==> src/rtl/sram_like_if.sv <==
// Sram-like request/response bundle: one master issues req + fields,
// one slave answers with addr_ok (accept) and data_ok/rdata (complete).
interface sram_like_if #(
    parameter int AW = 32,
    parameter int DW = 32
) ();
    logic          req;
    logic          wr;
    logic [1:0]    size;
    logic [AW-1:0] addr;
    logic [DW-1:0] wdata;
    logic          addr_ok;
    logic          data_ok;
    logic [DW-1:0] rdata;

    modport master (
        output req, wr, size, addr, wdata,
        input  addr_ok, data_ok, rdata
    );

    modport slave (
        input  req, wr, size, addr, wdata,
        output addr_ok, data_ok, rdata
    );
endinterface

==> src/rtl/sram_like_arbiter.sv <==
// Shares one sram-like slave port between the inst-fetch and data masters.
// One transaction in flight; data has priority, bounded by a starvation counter.
module sram_like_arbiter #(
    parameter int AW           = 32,
    parameter int DW           = 32,
    parameter int STARVE_LIMIT = 4
) (
    input  logic       clk,
    input  logic       resetn,
    sram_like_if.slave  inst,
    sram_like_if.slave  data,
    sram_like_if.master s
);
    localparam int CW = $clog2(STARVE_LIMIT + 1);

    typedef enum logic [1:0] {IDLE, ADDR, RESP} state_t;
    typedef enum logic {OWN_INST, OWN_DATA} owner_t;

    state_t        state;
    state_t        next_state;
    owner_t        owner;
    logic [CW-1:0] starve_cnt;
    logic          grant_data;
    logic          owner_req;
    logic [AW-1:0] owner_addr;
    logic [DW-1:0] owner_wdata;

    // Inst is forced only once data has won STARVE_LIMIT times in a row over a waiting inst.
    assign grant_data = data.req && !(inst.req && (starve_cnt == CW'(STARVE_LIMIT)));
    assign owner_req  = (owner == OWN_DATA) ? data.req : inst.req;

    always_ff @(posedge clk or negedge resetn) begin
        if (!resetn) begin
            state      <= IDLE;
            owner      <= OWN_DATA;
            starve_cnt <= '0;
        end else begin
            state <= next_state;
            if (state == IDLE && (inst.req || data.req)) begin
                owner <= grant_data ? OWN_DATA : OWN_INST;
                if (grant_data && inst.req) begin
                    if (starve_cnt != CW'(STARVE_LIMIT))
                        starve_cnt <= starve_cnt + 1'b1;
                end else begin
                    starve_cnt <= '0;
                end
            end
        end
    end

    always_comb begin
        next_state = state;
        unique case (state)
            IDLE: if (inst.req || data.req) next_state = ADDR;
            ADDR: begin
                if (s.addr_ok)       next_state = RESP;
                else if (!owner_req) next_state = IDLE;
            end
            RESP: if (s.data_ok) next_state = IDLE;
            default: next_state = IDLE;
        endcase
    end

    // Slave fields are only driven while a request is being presented.
    always_comb begin
        s.req        = 1'b0;
        s.wr         = 1'b0;
        s.size       = 2'b00;
        owner_addr   = '0;
        owner_wdata  = '0;
        inst.addr_ok = 1'b0;
        inst.data_ok = 1'b0;
        data.addr_ok = 1'b0;
        data.data_ok = 1'b0;
        if (state == ADDR) begin
            s.req = 1'b1;
            if (owner == OWN_DATA) begin
                s.wr         = data.wr;
                s.size       = data.size;
                owner_addr   = data.addr;
                owner_wdata  = data.wdata;
                data.addr_ok = s.addr_ok;
            end else begin
                s.wr         = inst.wr;
                s.size       = inst.size;
                owner_addr   = inst.addr;
                owner_wdata  = inst.wdata;
                inst.addr_ok = s.addr_ok;
            end
        end else if (state == RESP) begin
            if (owner == OWN_DATA) data.data_ok = s.data_ok;
            else                   inst.data_ok = s.data_ok;
        end
    end

    assign s.addr     = owner_addr;
    assign s.wdata    = owner_wdata;
    assign inst.rdata = s.rdata;
    assign data.rdata = s.rdata;
endmodule

==> src/flat_wrapper.sv <==
// flat-port wrapper written by rule: the top's interface ports become plain ports
module sram_like_arbiter_flat 
#(
    parameter int AW           = 32,
    parameter int DW           = 32,
    parameter int STARVE_LIMIT = 4
)
  (clk, resetn, inst_req, inst_wr, inst_size, inst_addr, inst_wdata, inst_addr_ok, inst_data_ok, inst_rdata, data_req, data_wr, data_size, data_addr, data_wdata, data_addr_ok, data_data_ok, data_rdata, s_req, s_wr, s_size, s_addr, s_wdata, s_addr_ok, s_data_ok, s_rdata);
  sram_like_if #(.AW(AW), .DW(DW)) inst_i ();
  sram_like_if #(.AW(AW), .DW(DW)) data_i ();
  sram_like_if #(.AW(AW), .DW(DW)) s_i ();
  input  logic clk;
  input  logic resetn;
  input wire logic [$bits(inst_i.req)-1:0] inst_req;
  input wire logic [$bits(inst_i.wr)-1:0] inst_wr;
  input wire logic [$bits(inst_i.size)-1:0] inst_size;
  input wire logic [$bits(inst_i.addr)-1:0] inst_addr;
  input wire logic [$bits(inst_i.wdata)-1:0] inst_wdata;
  output wire logic [$bits(inst_i.addr_ok)-1:0] inst_addr_ok;
  output wire logic [$bits(inst_i.data_ok)-1:0] inst_data_ok;
  output wire logic [$bits(inst_i.rdata)-1:0] inst_rdata;
  input wire logic [$bits(data_i.req)-1:0] data_req;
  input wire logic [$bits(data_i.wr)-1:0] data_wr;
  input wire logic [$bits(data_i.size)-1:0] data_size;
  input wire logic [$bits(data_i.addr)-1:0] data_addr;
  input wire logic [$bits(data_i.wdata)-1:0] data_wdata;
  output wire logic [$bits(data_i.addr_ok)-1:0] data_addr_ok;
  output wire logic [$bits(data_i.data_ok)-1:0] data_data_ok;
  output wire logic [$bits(data_i.rdata)-1:0] data_rdata;
  output wire logic [$bits(s_i.req)-1:0] s_req;
  output wire logic [$bits(s_i.wr)-1:0] s_wr;
  output wire logic [$bits(s_i.size)-1:0] s_size;
  output wire logic [$bits(s_i.addr)-1:0] s_addr;
  output wire logic [$bits(s_i.wdata)-1:0] s_wdata;
  input wire logic [$bits(s_i.addr_ok)-1:0] s_addr_ok;
  input wire logic [$bits(s_i.data_ok)-1:0] s_data_ok;
  input wire logic [$bits(s_i.rdata)-1:0] s_rdata;
  assign inst_i.req = inst_req;
  assign inst_i.wr = inst_wr;
  assign inst_i.size = inst_size;
  assign inst_i.addr = inst_addr;
  assign inst_i.wdata = inst_wdata;
  assign inst_addr_ok = inst_i.addr_ok;
  assign inst_data_ok = inst_i.data_ok;
  assign inst_rdata = inst_i.rdata;
  assign data_i.req = data_req;
  assign data_i.wr = data_wr;
  assign data_i.size = data_size;
  assign data_i.addr = data_addr;
  assign data_i.wdata = data_wdata;
  assign data_addr_ok = data_i.addr_ok;
  assign data_data_ok = data_i.data_ok;
  assign data_rdata = data_i.rdata;
  assign s_req = s_i.req;
  assign s_wr = s_i.wr;
  assign s_size = s_i.size;
  assign s_addr = s_i.addr;
  assign s_wdata = s_i.wdata;
  assign s_i.addr_ok = s_addr_ok;
  assign s_i.data_ok = s_data_ok;
  assign s_i.rdata = s_rdata;
  sram_like_arbiter #(.AW(AW), .DW(DW), .STARVE_LIMIT(STARVE_LIMIT)) u_core (.clk(clk), .resetn(resetn), .inst(inst_i), .data(data_i), .s(s_i));
endmodule
==> config.mk <==
export PLATFORM = sky130hd
export DESIGN_NAME = sram_like_arbiter_flat
export DESIGN_NICKNAME = d
export VERILOG_FILES = /design/src/rtl/sram_like_if.sv /design/src/rtl/sram_like_arbiter.sv /design/src/flat_wrapper.sv
export SDC_FILE = /design/constraint.sdc
export NUM_CORES = 1
export LEC_CHECK = 0
export CAP_MARGIN = 0
export CORE_AREA = 2 2 119 121
export DETAILED_ROUTE_END_ITERATION = 12
export DIE_AREA = 0 0 121 123
export SLEW_MARGIN = 5
export SYNTH_ARGS = -nofsm -noshare
export SYNTH_HDL_FRONTEND = slang
export SYNTH_SLANG_ARGS = --single-unit
==> constraint.sdc <==
create_clock -name clk -period 1.4 [get_ports clk]
set_clock_uncertainty 0.15 [all_clocks]
set_input_delay 0.14 -clock clk [delete_from_list [all_inputs] [get_ports clk]]
set_output_delay 0.14 -clock clk [all_outputs]
set_load 0.01 [all_outputs]
Word-level counts from Yosys, hierarchy flattened
Cells that the tools add are included.

operators by class
  muxes and demuxes = 28
  reduce and logical (&&, ||, !) cells = 9
  equality and inequality tests = 8
  $add $sub $neg = 1

operators by type and width
  operator                                             count
  two-way mux 32 bit                                   4
  two-way mux 1 bit                                    15
  two-way mux 2 bit                                    6
  two-way mux 3 bit                                    2
  inequality test 2 bit, second input constant         3
  inequality test 3 bit, second input constant         2
  one-hot mux 2 bit (3 select lines)                   1
  logical AND 1 bit                                    4
  adder 3 x 1 -> 3 bit, second input constant          1
  equality test 3 bit, second input constant           1
  AND reduction 3 bit                                  1
  equality test 2 x 1 -> 1 bit, second input constant  1
  equality test 2 bit, second input constant           1
  zero test 2 bit                                      1
  AND reduction 2 bit                                  1
  zero test 1 bit                                      1
  logical OR 1 bit                                     1

storage, ports and cells
  word-level logic and storage cells = 49
  input port bits = 172
  register bits = 6
  output and inout bits = 136

Longest topological paths before layout
  word-level depth = 7
  depth in mapped cells = 5
  gate-level depth less buffers = 5

Worst setup path before layout
OpenSTA, ideal clock, no wires.

  kind = flip-flop to output port
  start point = register u_core.owner
  end point = output s_wdata[5]
  setup slack = -0.154 ns
  data required time = 1.110 ns
  cell stages (with the launch flop) = 5
  buffers on the path = 2
  arrival = 1.264 ns
  cell sequence = dfstp_2 buf_4 buf_2 mux2i_1 nor2_4

between the ends
  word-level cells in the longest chain between the ends = 2

ends and longest elaborated chain
  element                 line                     RTL
  start, declared         sram_like_arbiter.sv:21  owner_t owner;
  start signal, assigned  sram_like_arbiter.sv:40  owner <= grant_data ? OWN_DATA : OWN_INST;
  two-way mux 32 bit      sram_like_arbiter.sv:77  if (owner == OWN_DATA) begin
  two-way mux 32 bit      sram_like_arbiter.sv:75  if (state == ADDR) begin
  end, declared           flat_wrapper.sv:34       output wire logic [$bits(s_i.wdata)-1:0] s_wdata;

No other way between the ends.

Worst setup path in the final report
  start point = register u_core.owner
  end point = output s_wdata[1]

Same word-level chain as after synthesis.

==> metrics.cfg <==
[sta]
tightest_slew_ns = 0.279
fin_crit_sh_pct = 140
max_slew_margin_pct = 81.3
finalMaxSlewViolations = 0
setup_viol = 74
finalCriticalPeriod_ns = 1.96
finalHoldViolCount = 0
max_freq_mhz = 509
final.setup.worst_slack_ns = -0.563
hold_slack_ns = 0.00326
rsz0062_at_grt = yes

[status]
violations = negative setup slack
status = finished with violations

[detailed_routing]
dr.pass1.iters = 3
ant_nets = 0
drc = 0
drtIter0Drc = 38
via_count = 2402
wl_per_cell_um = 15.8
vias_per_cell = 3.86
routed_wl_mm = 9.84

[global_routing]
grt_overflow = 0
grt_pass1_wl_mm = 13.4
grt_start_max_net_pins = 33
grt_usage_pct = 11.8
antenna_found_initial = 0
grt_pass1_vias = 2469

[synth]
synth_cell_types = 25
synth_top_area_share_pct = 34.1
ys_ff_latch = 6
synth_edf_count = 0
ys.flop_type = dfrtp_1
synthArstFlopShare_pct = 100
synth_warnings = 0
synth_area_leaders = mux2i_1, buf_4, nor2_1
synth_commonest_cells = buf_4, mux2i_1, nor2_1, nor2_4
netlist_area_mm2 = 0.00196
synth-seq-area-share_pct = 7.71
syn_avg_cell_area_um2 = 7.67
postSynthCellCount = 256
syn_nets = 430
yosysTopAreaCell = mux2i_1
synth.most_common_cell = buf_4

[critical_path]
startpoint = u_core.owner$_DFFE_PN1P_
r2r-start = u_core.owner$_DFFE_PN1P_
cp_common_cell = buf_12
arrival_ns = 1.67
crit_type = reg -> out
cp_num_buf_inv = 4
critPathLaunchType = register
crit_fanout = 5
path_cells = buf_12 > buf_12 > buf_12 > mux2i_4 > nor2_4 > buf_6
reg2reg_depth = 6
cpMaxStageDelayCell = dfstp_4
crit_path_end_kind = primary output
r2r_setup_slack_ns = -0.16
critPathRequiredTime_ns = 1.11
slowest_delay_ns = 0.65
r2r-end = u_core.state[0]$_DFFE_PN0P_
crit_family = flip-flops
critPathCapture = s_wdata[1]
crit_cells = 6

[worst_hold_path]
hold_path_class = in -> async

[die]
die_w_um = 121
die_height_um = 123
rows = 43
dieArea_mm2 = 0.0149
core-area_mm2 = 0.0136
start_util_pct = 14.4
pin_count = 308

[job]
maxCapViolCount = 0

[cts]
clkTransAtPathRegs_ns = 0.03
clock_path_buffers = 2
worstSkewPairLatency_ns = 0.23
htreeDepth = 1
cts_tree = done
root_buffer = clkbuf_16
cts_hold_buffers = 0
cts.sink_count = 6
cts-buffers-inserted = 3

[placement]
gp_congestion = 0.736
dpl.cell_count = 588
dpl.hpwl_mm = 7.61
port_buffers = 211

[finish]
nNetsFinal = 617
diodes = 0
fin_util_pct = 33.3
fillers = 1388
synthToLayoutAreaGrowth_pct = 130
drive_gt1_share_pct = 40.7
seqCellArea_um2 = 155
multi_input_area_mm2 = 0.00148
fin_cells = 622

[power]
vdd_drop_max_v = 0.000439
power_density_mw_per_mm2 = 1730
finalPower_mw = 7.83
power.leakage_nw = 2.06

==> flip-flops by register name (all words and copies together) (netlist names) <==
signal / count
u_core.starve_cnt: 3
u_core.owner: 1
u_core.state: 2
==> timing repair <==
action                     CTS  global route
pin swaps                    5            23
setup endpoints to repair   75            77
gates cloned                 5             0
setup buffers               21             9
gates resized for setup    355            36
==> layer usage <==
| layer | track usage [%] | part of all wire [%] | vias to the layer above |
|---|---|---|---|
| met2 | 23.6 | 55 | 114 |
| met3 | 2.40 | 9.1 | 31 |
| met4 | 5.09 | 2.6 | 0 |
| li1 | - | - | 1154 |
| met1 | 11.7 | 33 | 1103 |
| met5 | 0 | 0 | - |
==> cells by family (layout without fill, tap and decap cells) <==
group | after synthesis | count (layout) | synth area share, %
buffers and inverters | 86 | 272 | 32.4
muxes | 67 | 67 | 34.1
DFF | 6 | 6 | 7.71
AOI/OAI and AO/OA | 11 | 11 | 3.38
adders and majority gates | 2 | 2 | 1.27
and+or+nand+nor | 84 | 84 | 21.1
==> stage by stage <==
step	worst slack [ns]	cell area, um2	setup TNS (ns)
finish	-0.563	4530	-33.35
global route	-0.604	4530	-37.24
CTS	-0.582	4410	-34.84
detailed placement	-0.619	3970	-38.14
global placement	-0.624	3970	-36.99
floorplan	-0.0391	2030	-1.31
==> area by class of cell <==
cell class                 count  area share, %
timing repair buffer         262           56.6
sequential                     6           3.43
multi-input combinational    164           32.7
inverter                       6          0.553
clock buffer                   4           1.74
tap                          180           4.98
==> layout by cell type, fill, tap and decap left out, types with 2 or more instances in the layout <==
cell type	Yosys	layout
buf_8	0	4
dfrtp_1	5	5
clkbuf_16	0	3
clkdlybuf4s15_2	0	3
mux2i_2	0	6
buf_6	4	35
o21ai_0	4	2
buf_2	6	52
nor2_1	60	51
buf_4	69	13
buf_12	1	13
mux2i_4	0	16
o31ai_1	2	2
nor2_2	0	8
nand4_1	2	2
nor2_4	10	11
nand2_1	5	4
inv_1	6	4
mux2i_1	67	45
clkdlybuf4s50_1	0	139
buf_16	0	2
==> report_power, final <==
| part | total, mW | switching [mW] | leakage, nW | internal, mW |
|---|---|---|---|---|
| Clock | 0.481 | 0.103 | 0.0382 | 0.378 |
| Combinational | 6.99 | 3.04 | 1.95 | 3.96 |
| Sequential | 0.354 | 0.0860 | 0.0764 | 0.267 |
==> how the worst min path moves through the flow <==
stage / startpoint / endpoint / slack, ns / depth (start not counted)
floorplan: resetn / u_core.starve_cnt[0]$_DFFE_PN0P_ / -0.31 / 0
global route: resetn / u_core.state[0]$_DFFE_PN0P_ / 0.02 / 1
global placement: s_rdata[2] / data_rdata[2] / 0.13 / 0
CTS: resetn / u_core.state[0]$_DFFE_PN0P_ / 0.01 / 1
finish: resetn / u_core.state[0]$_DFFE_PN0P_ / 0.003 / 1
detailed placement: s_rdata[2] / data_rdata[2] / 0.13 / 0
(Power assumes the default switching activity.)
